[config.mk]
export PLATFORM = sky130hd
export DESIGN_NAME = wb_bus_arbiter
export DESIGN_NICKNAME = d
export VERILOG_FILES = /design/src/rtl/wb_arb_pkg.sv /design/src/rtl/wb_arb_watchdog.sv /design/src/rtl/wb_bus_arbiter.sv
export SDC_FILE = /design/constraint.sdc
export NUM_CORES = 1
export LEC_CHECK = 0
export CORE_AREA = 10 10 116 118
export CTS_BUF_LIST = sky130_fd_sc_hd__clkbuf_4
export CTS_CLUSTER_SIZE = 30
export DETAILED_ROUTE_END_ITERATION = 6
export DIE_AREA = 0 0 126 128
export DONT_BUFFER_PORTS = 1
export HOLD_SLACK_MARGIN = 0.06
export RECOVER_POWER = 100
export SKIP_CTS_REPAIR_TIMING = 1
export SKIP_LAST_GASP = 1
export SYNTH_ARGS = -nofsm -noshare
export SYNTH_HDL_FRONTEND = slang
export SYNTH_SLANG_ARGS = --single-unit
[constraint.sdc]
create_clock -name clk -period 2.3 [get_ports clk]
set_input_delay 0.23 -clock clk [delete_from_list [all_inputs] [get_ports clk]]
set_output_delay 0.23 -clock clk [all_outputs]
set_load 0.02 [all_outputs]
[src/rtl/wb_arb_pkg.sv]
// Shared types and constants for the two-master Wishbone bus arbiter.
package wb_arb_pkg;

  typedef enum logic [1:0] {
    ARB_IDLE   = 2'd0,
    ARB_OWN_M0 = 2'd1,
    ARB_OWN_M1 = 2'd2
  } arb_state_t;

  localparam logic [1:0] GRANT_NONE = 2'b00;
  localparam logic [1:0] GRANT_M0   = 2'b01;
  localparam logic [1:0] GRANT_M1   = 2'b10;

  // One-hot owner indication derived from the arbiter state.
  function automatic logic [1:0] grant_of(input arb_state_t state);
    case (state)
      ARB_OWN_M0: grant_of = GRANT_M0;
      ARB_OWN_M1: grant_of = GRANT_M1;
      default:    grant_of = GRANT_NONE;
    endcase
  endfunction

endpackage

[src/rtl/wb_arb_watchdog.sv]
// No-ack watchdog: counts consecutive strobed cycles without an ack and
// pulses expire on the cycle that would make the wait reach TIMEOUT.
// TIMEOUT = 0 removes the counter entirely and expire is tied low.
module wb_arb_watchdog
  import wb_arb_pkg::*;
#(
  parameter int TIMEOUT = 256
) (
  input  logic clk,
  input  logic reset,
  input  logic active,
  input  logic ack,
  output logic expire
);

  if (TIMEOUT == 0) begin : g_off

    logic unused_inputs;
    assign unused_inputs = ^{clk, reset, active, ack};
    assign expire        = 1'b0;

  end else begin : g_on

    localparam int              CW   = $clog2(TIMEOUT + 1);
    localparam logic [CW-1:0]   LAST = CW'(TIMEOUT - 1);

    logic [CW-1:0] count;

    assign expire = active && !ack && (count == LAST);

    // Wait counter: restarts whenever the access completes, the owner stops
    // strobing, or the watchdog fires, so it can never run past LAST.
    always_ff @(posedge clk) begin
      if (!reset) begin
        count <= '0;
      end else if (!active || ack || expire) begin
        count <= '0;
      end else begin
        count <= count + 1'b1;
      end
    end

  end

endmodule

[src/rtl/wb_bus_arbiter.sv]
// Two-master Wishbone arbiter: m0 (data port) and m1 (instruction port)
// share one slave bus. A master keeps the bus for its whole cyc, responses
// go only to the owner, and a watchdog ends hung accesses with err.
module wb_bus_arbiter
  import wb_arb_pkg::*;
#(
  parameter int ADDR_WIDTH = 32,
  parameter int DATA_WIDTH = 32,
  parameter int RR_MODE    = 1,
  parameter int TIMEOUT    = 256
) (
  input  logic                    clk,
  input  logic                    reset,

  input  logic                    m0_wb_cyc_i,
  input  logic                    m0_wb_stb_i,
  input  logic                    m0_wb_we_i,
  input  logic [ADDR_WIDTH-1:0]   m0_wb_adr_i,
  input  logic [DATA_WIDTH-1:0]   m0_wb_dat_i,
  input  logic [DATA_WIDTH/8-1:0] m0_wb_sel_i,
  output logic                    m0_wb_ack_o,
  output logic                    m0_wb_err_o,
  output logic [DATA_WIDTH-1:0]   m0_wb_dat_o,

  input  logic                    m1_wb_cyc_i,
  input  logic                    m1_wb_stb_i,
  input  logic                    m1_wb_we_i,
  input  logic [ADDR_WIDTH-1:0]   m1_wb_adr_i,
  input  logic [DATA_WIDTH-1:0]   m1_wb_dat_i,
  input  logic [DATA_WIDTH/8-1:0] m1_wb_sel_i,
  output logic                    m1_wb_ack_o,
  output logic                    m1_wb_err_o,
  output logic [DATA_WIDTH-1:0]   m1_wb_dat_o,

  output logic                    s_wb_cyc_o,
  output logic                    s_wb_stb_o,
  output logic                    s_wb_we_o,
  output logic [ADDR_WIDTH-1:0]   s_wb_adr_o,
  output logic [DATA_WIDTH-1:0]   s_wb_dat_o,
  output logic [DATA_WIDTH/8-1:0] s_wb_sel_o,
  input  logic                    s_wb_ack_i,
  input  logic [DATA_WIDTH-1:0]   s_wb_dat_i,

  output logic [1:0]              grant_o
);

  localparam int SEL_WIDTH = DATA_WIDTH / 8;

  arb_state_t state;
  arb_state_t state_next;
  logic       last_owner;
  logic       last_owner_next;

  logic                  own_cyc;
  logic                  own_stb;
  logic                  own_we;
  logic [ADDR_WIDTH-1:0] own_adr;
  logic [DATA_WIDTH-1:0] own_dat;
  logic [SEL_WIDTH-1:0]  own_sel;

  logic wd_active;
  logic expire;

  assign wd_active = own_cyc && own_stb;

  wb_arb_watchdog #(
    .TIMEOUT (TIMEOUT)
  ) u_watchdog (
    .clk    (clk),
    .reset  (reset),
    .active (wd_active),
    .ack    (s_wb_ack_i),
    .expire (expire)
  );

  // State and last-owner registers; last_owner starts at m1 so m0 wins the
  // first tie after reset.
  always_ff @(posedge clk) begin
    if (!reset) begin
      state      <= ARB_IDLE;
      last_owner <= 1'b1;
    end else begin
      state      <= state_next;
      last_owner <= last_owner_next;
    end
  end

  // Arbitration in IDLE, release on cyc drop or watchdog expiry while owned.
  always_comb begin
    state_next      = state;
    last_owner_next = last_owner;
    case (state)
      ARB_IDLE: begin
        if (m0_wb_cyc_i && m1_wb_cyc_i) begin
          state_next = (RR_MODE != 0 && !last_owner) ? ARB_OWN_M1 : ARB_OWN_M0;
        end else if (m0_wb_cyc_i) begin
          state_next = ARB_OWN_M0;
        end else if (m1_wb_cyc_i) begin
          state_next = ARB_OWN_M1;
        end
      end
      ARB_OWN_M0: begin
        if (!m0_wb_cyc_i || expire) begin
          state_next      = ARB_IDLE;
          last_owner_next = 1'b0;
        end
      end
      ARB_OWN_M1: begin
        if (!m1_wb_cyc_i || expire) begin
          state_next      = ARB_IDLE;
          last_owner_next = 1'b1;
        end
      end
      default: begin
        state_next = ARB_IDLE;
      end
    endcase
  end

  // Select the current owner's request signals; everything is zero in IDLE.
  always_comb begin
    own_cyc = 1'b0;
    own_stb = 1'b0;
    own_we  = 1'b0;
    own_adr = '0;
    own_dat = '0;
    own_sel = '0;
    case (state)
      ARB_OWN_M0: begin
        own_cyc = m0_wb_cyc_i;
        own_stb = m0_wb_stb_i;
        own_we  = m0_wb_we_i;
        own_adr = m0_wb_adr_i;
        own_dat = m0_wb_dat_i;
        own_sel = m0_wb_sel_i;
      end
      ARB_OWN_M1: begin
        own_cyc = m1_wb_cyc_i;
        own_stb = m1_wb_stb_i;
        own_we  = m1_wb_we_i;
        own_adr = m1_wb_adr_i;
        own_dat = m1_wb_dat_i;
        own_sel = m1_wb_sel_i;
      end
      default: begin
      end
    endcase
  end

  // Drive the slave bus from the owner and route ack/err back to it only;
  // an expiring watchdog pulls cyc/stb low in the same cycle it raises err.
  always_comb begin
    s_wb_cyc_o  = own_cyc && !expire;
    s_wb_stb_o  = own_cyc && own_stb && !expire;
    s_wb_we_o   = own_we;
    s_wb_adr_o  = own_adr;
    s_wb_dat_o  = own_dat;
    s_wb_sel_o  = own_sel;
    m0_wb_ack_o = 1'b0;
    m0_wb_err_o = 1'b0;
    m1_wb_ack_o = 1'b0;
    m1_wb_err_o = 1'b0;
    case (state)
      ARB_OWN_M0: begin
        m0_wb_ack_o = s_wb_ack_i;
        m0_wb_err_o = expire;
      end
      ARB_OWN_M1: begin
        m1_wb_ack_o = s_wb_ack_i;
        m1_wb_err_o = expire;
      end
      default: begin
      end
    endcase
  end

  assign m0_wb_dat_o = s_wb_dat_i;
  assign m1_wb_dat_o = s_wb_dat_i;
  assign grant_o     = grant_of(state);

endmodule

==> flow_metrics.py <==
metrics = {
    "status": {
        "status": "complete, no violations",
    },
    "logic_synthesis": {
        "synth_cell_types": 29,
        "synth.avg_cell_area_sq_um": 6.87,
        "synth_area_leaders": "a22oi_1 25%, buf_4 23%, nor2_1 15%, dfxtp_1 12%, ha_1 4.2%",
        "syn_inst": 301,
        "synth.top_cell.area_share_pct": 25.1,
        "ys_dominant_reg_cell": "dfxtp_1",
        "synth-edff-count": 0,
        "synth_area_sq_um": 2070,
        "ys_ff_latch": 12,
        "synthTopCellsByCount": "84 x nor2_1, 69 x a22oi_1, 64 x buf_4",
        "mappedNetlistNets": 485,
        "synth_most_common_cell": "nor2_1",
        "synth-async-reset-ratio_pct": 0,
        "ys_seq_area_share_pct": 11.6,
        "yosys_warnings": 0,
        "yosysTopAreaCell": "a22oi_1",
    },
    "global_route": {
        "use_met3_pct": 5.33,
        "grt_pass1_wl_mm": 12.1,
        "antenna_found_initial": 0,
        "busiest_layer": "met2",
        "grtUsageMet1_pct": 8.86,
        "use_met2_pct": 15.9,
        "grt_pass1_vias": 1985,
        "overflow": 0,
        "grt_usage_pct": 8.93,
        "grt_max_degree": 41,
    },
    "critical_path": {
        "critPathCaptureType": "output port",
        "arrival_ns": 1.97,
        "startpoint_type": "register",
        "required_ns": 2.07,
        "worst_r2r_startpoint": "u_watchdog.g_on.count[0]",
        "ff2ff_path_depth": 10,
        "regToRegEndpoint": "state[1]",
        "critPathMaxFanout": 4,
        "crit_type": "reg2out",
        "reg2reg_slack_ns": 0.22,
        "cp_slowest_cell": "dfxtp_2",
        "worstPathCellList": "ha_2 -> nand3_1 -> nor2_2 -> and3_1 -> ha_1 -> nand3b_1 -> o21bai_4 -> nor3_1 -> buf_4",
        "slowest_delay_ns": 0.35,
    },
    "cts": {
        "clk-insertion-delay-late_ns": 0.28,
        "tritoncts": "done",
        "cts_made_buffers": 3,
        "cts_htree_levels": 1,
        "clockRootBuffer": "clkbuf_4",
        "clk_pin_slew_ns": 0.07,
        "cts_buffer_depth": 2,
        "clkSinkCount": 12,
    },
    "timing": {
        "setup_viol": 0,
        "fin_crit_ns": 2.20,
        "holdWs_ns": 0.116,
        "drv_slew": 0,
        "fmax_mhz": 454,
        "tightest_slew_ns": 0.414,
        "relSlewSlack_pct": 72.3,
        "hold_violations": 0,
        "fin_skew_ns": 0.00244,
        "finalCritPeriodShare_pct": 95.7,
        "tns_ns": 0,
    },
    "floorplan": {
        "fp.dieW_microns": 126,
        "core-area_sq_um": 11200,
        "die-area_sq_um": 16100,
        "start_util_pct": 18.4,
        "io_pins": 318,
        "die-height_microns": 128,
        "fp-row-count": 39,
    },
    "cells_and_area": {
        "drive_gt1_share_pct": 26.2,
        "n_antenna_cell": 0,
        "fin_cells": 418,
        "area_growth_pct": 2.60,
        "post-route-util_pct": 18.9,
        "nets": 461,
    },
    "power": {
        "p_leak_nw": 0.779,
        "finalPower_mw": 1.15,
        "swShare_pct": 53.0,
        "p_int_uw": 542,
        "pwr-share-clk_pct": 11.4,
        "p_seq_share_pct": 19.5,
        "switchingPower_uw": 612,
        "p_per_area_nw_per_um2": 544,
        "worst_ir_drop_vdd_mv": 0.387,
        "p_comb_share_pct": 69.2,
    },
    "drt": {
        "drt-pass1-iter-count": 4,
        "vias": 2052,
        "drt_iter0_drc": 125,
        "final_antenna_net_count": 0,
        "routed_via_density": 4.91,
        "wl_per_cell_microns": 20.9,
        "wl_mm": 8.73,
        "drc": 0,
    },
    "placement": {
        "dp_cells": 412,
        "gp_congestion": 0.762,
        "dp_hpwl_mm": 7.60,
        "port_buffers": 0,
    },
    "hold_path": {
        "whs_endpoint": "last_owner",
        "hp-start": "reset",
        "holdPathStages": 2,
        "hp-class": "in2reg",
    },
    "run": {
        "max-cap-violations": 0,
    },
}
cell usage in the layout, fill, tap and decap left out, drive strengths merged:
| master | netlist | final |
|---|---|---|
| nor2 | 84 | 84 |
| a22oi | 71 | 71 |
| buf | 72 | 53 |
| dfxtp | 12 | 12 |
| inv | 10 | 10 |
| clkbuf | 15 | 8 |
| ha | 7 | 7 |
| nand2 | 6 | 6 |
| nand3 | 3 | 3 |
| xor2 | 3 | 3 |
| xnor2 | 3 | 3 |
| nand3b | 2 | 2 |
| mux2i | 2 | 2 |
| o21bai | 1 | 1 |
| nor3 | 1 | 1 |
| nor4 | 1 | 1 |
| o2111ai | 1 | 1 |
| a21boi | 1 | 1 |
| and4 | 1 | 1 |
| nand4 | 1 | 1 |
| o21ai | 1 | 1 |
| a221o | 1 | 1 |
| nor2b | 1 | 1 |
| and3 | 1 | 1 |
sequential cells by signal, indices dropped and copies added (netlist names):
signal / count
u_watchdog.g_on.count: 9
last_owner: 1
state: 2
area by class of cell:
class | count | area (sq um)
inverters | 10 | 37.5
repair buffers | 58 | 425
multi-input cells | 192 | 1210
clock buffers | 3 | 22.5
flip-flops and latches | 12 | 243
well taps | 143 | 179
fillers | 1260 | 9100
cell families (layout without fill, tap and decap cells):
logic type | after synthesis | count (layout) | synth area share [%]
AND/OR/NAND/NOR | 101 | 101 | 20.6
buffers and inverters | 97 | 71 | 30.0
AO/OA/AOI/OAI | 76 | 76 | 30.1
flip-flops | 12 | 12 | 11.6
adder cells (fa/ha/maj) | 7 | 7 | 4.24
XOR/XNOR | 6 | 6 | 2.54
multiplexers | 2 | 2 | 0.969
worst max-delay path: cells and delay by family (launching register included):
kind,cells,cell delay (ns)
DFF,1,0.35
buffers and inverters,1,0.18
and+or+nand+nor,5,0.61
adders and majority gates,2,0.36
AOI/OAI and AO/OA,1,0.19
power by group through the flow:
stage	clock network, mW	logic (mW)	registers (mW)
after global placement	0	0.779	0.228
after global routing	0.137	0.868	0.226
final	0.131	0.798	0.225
after CTS	0.127	0.806	0.225
after detailed placement	0	0.804	0.230
after floorplan	0	0.763	0.227
per-layer routing:
metal | vias up | routed length, microns
met5 | - | 0
met4 | 0 | 77
met3 | 14 | 1290
met2 | 193 | 4490
met1 | 918 | 2870
li1 | 927 | -
worst max-delay path by stage:
stage	to	from
2_1_floorplan	s_wb_stb_o	u_watchdog.g_on.count[0]
4_1_cts	s_wb_stb_o	u_watchdog.g_on.count[0]
6_report	s_wb_stb_o	u_watchdog.g_on.count[0]
3_3_place_gp	last_owner	u_watchdog.g_on.count[0]
5_1_grt	s_wb_stb_o	u_watchdog.g_on.count[0]
3_5_place_dp	state[1]	u_watchdog.g_on.count[0]
metrics by stage:
stage / setup slack, ns / instance area (sq um)
2_1_floorplan: 0.349 / 2070
5_1_grt: -0.0180 / 2120
6_report: 0.0995 / 2120
3_3_place_gp: 0.396 / 2080
3_5_place_dp: 0.241 / 2080
4_1_cts: -0.0281 / 2100
(Power assumes the default switching activity.)
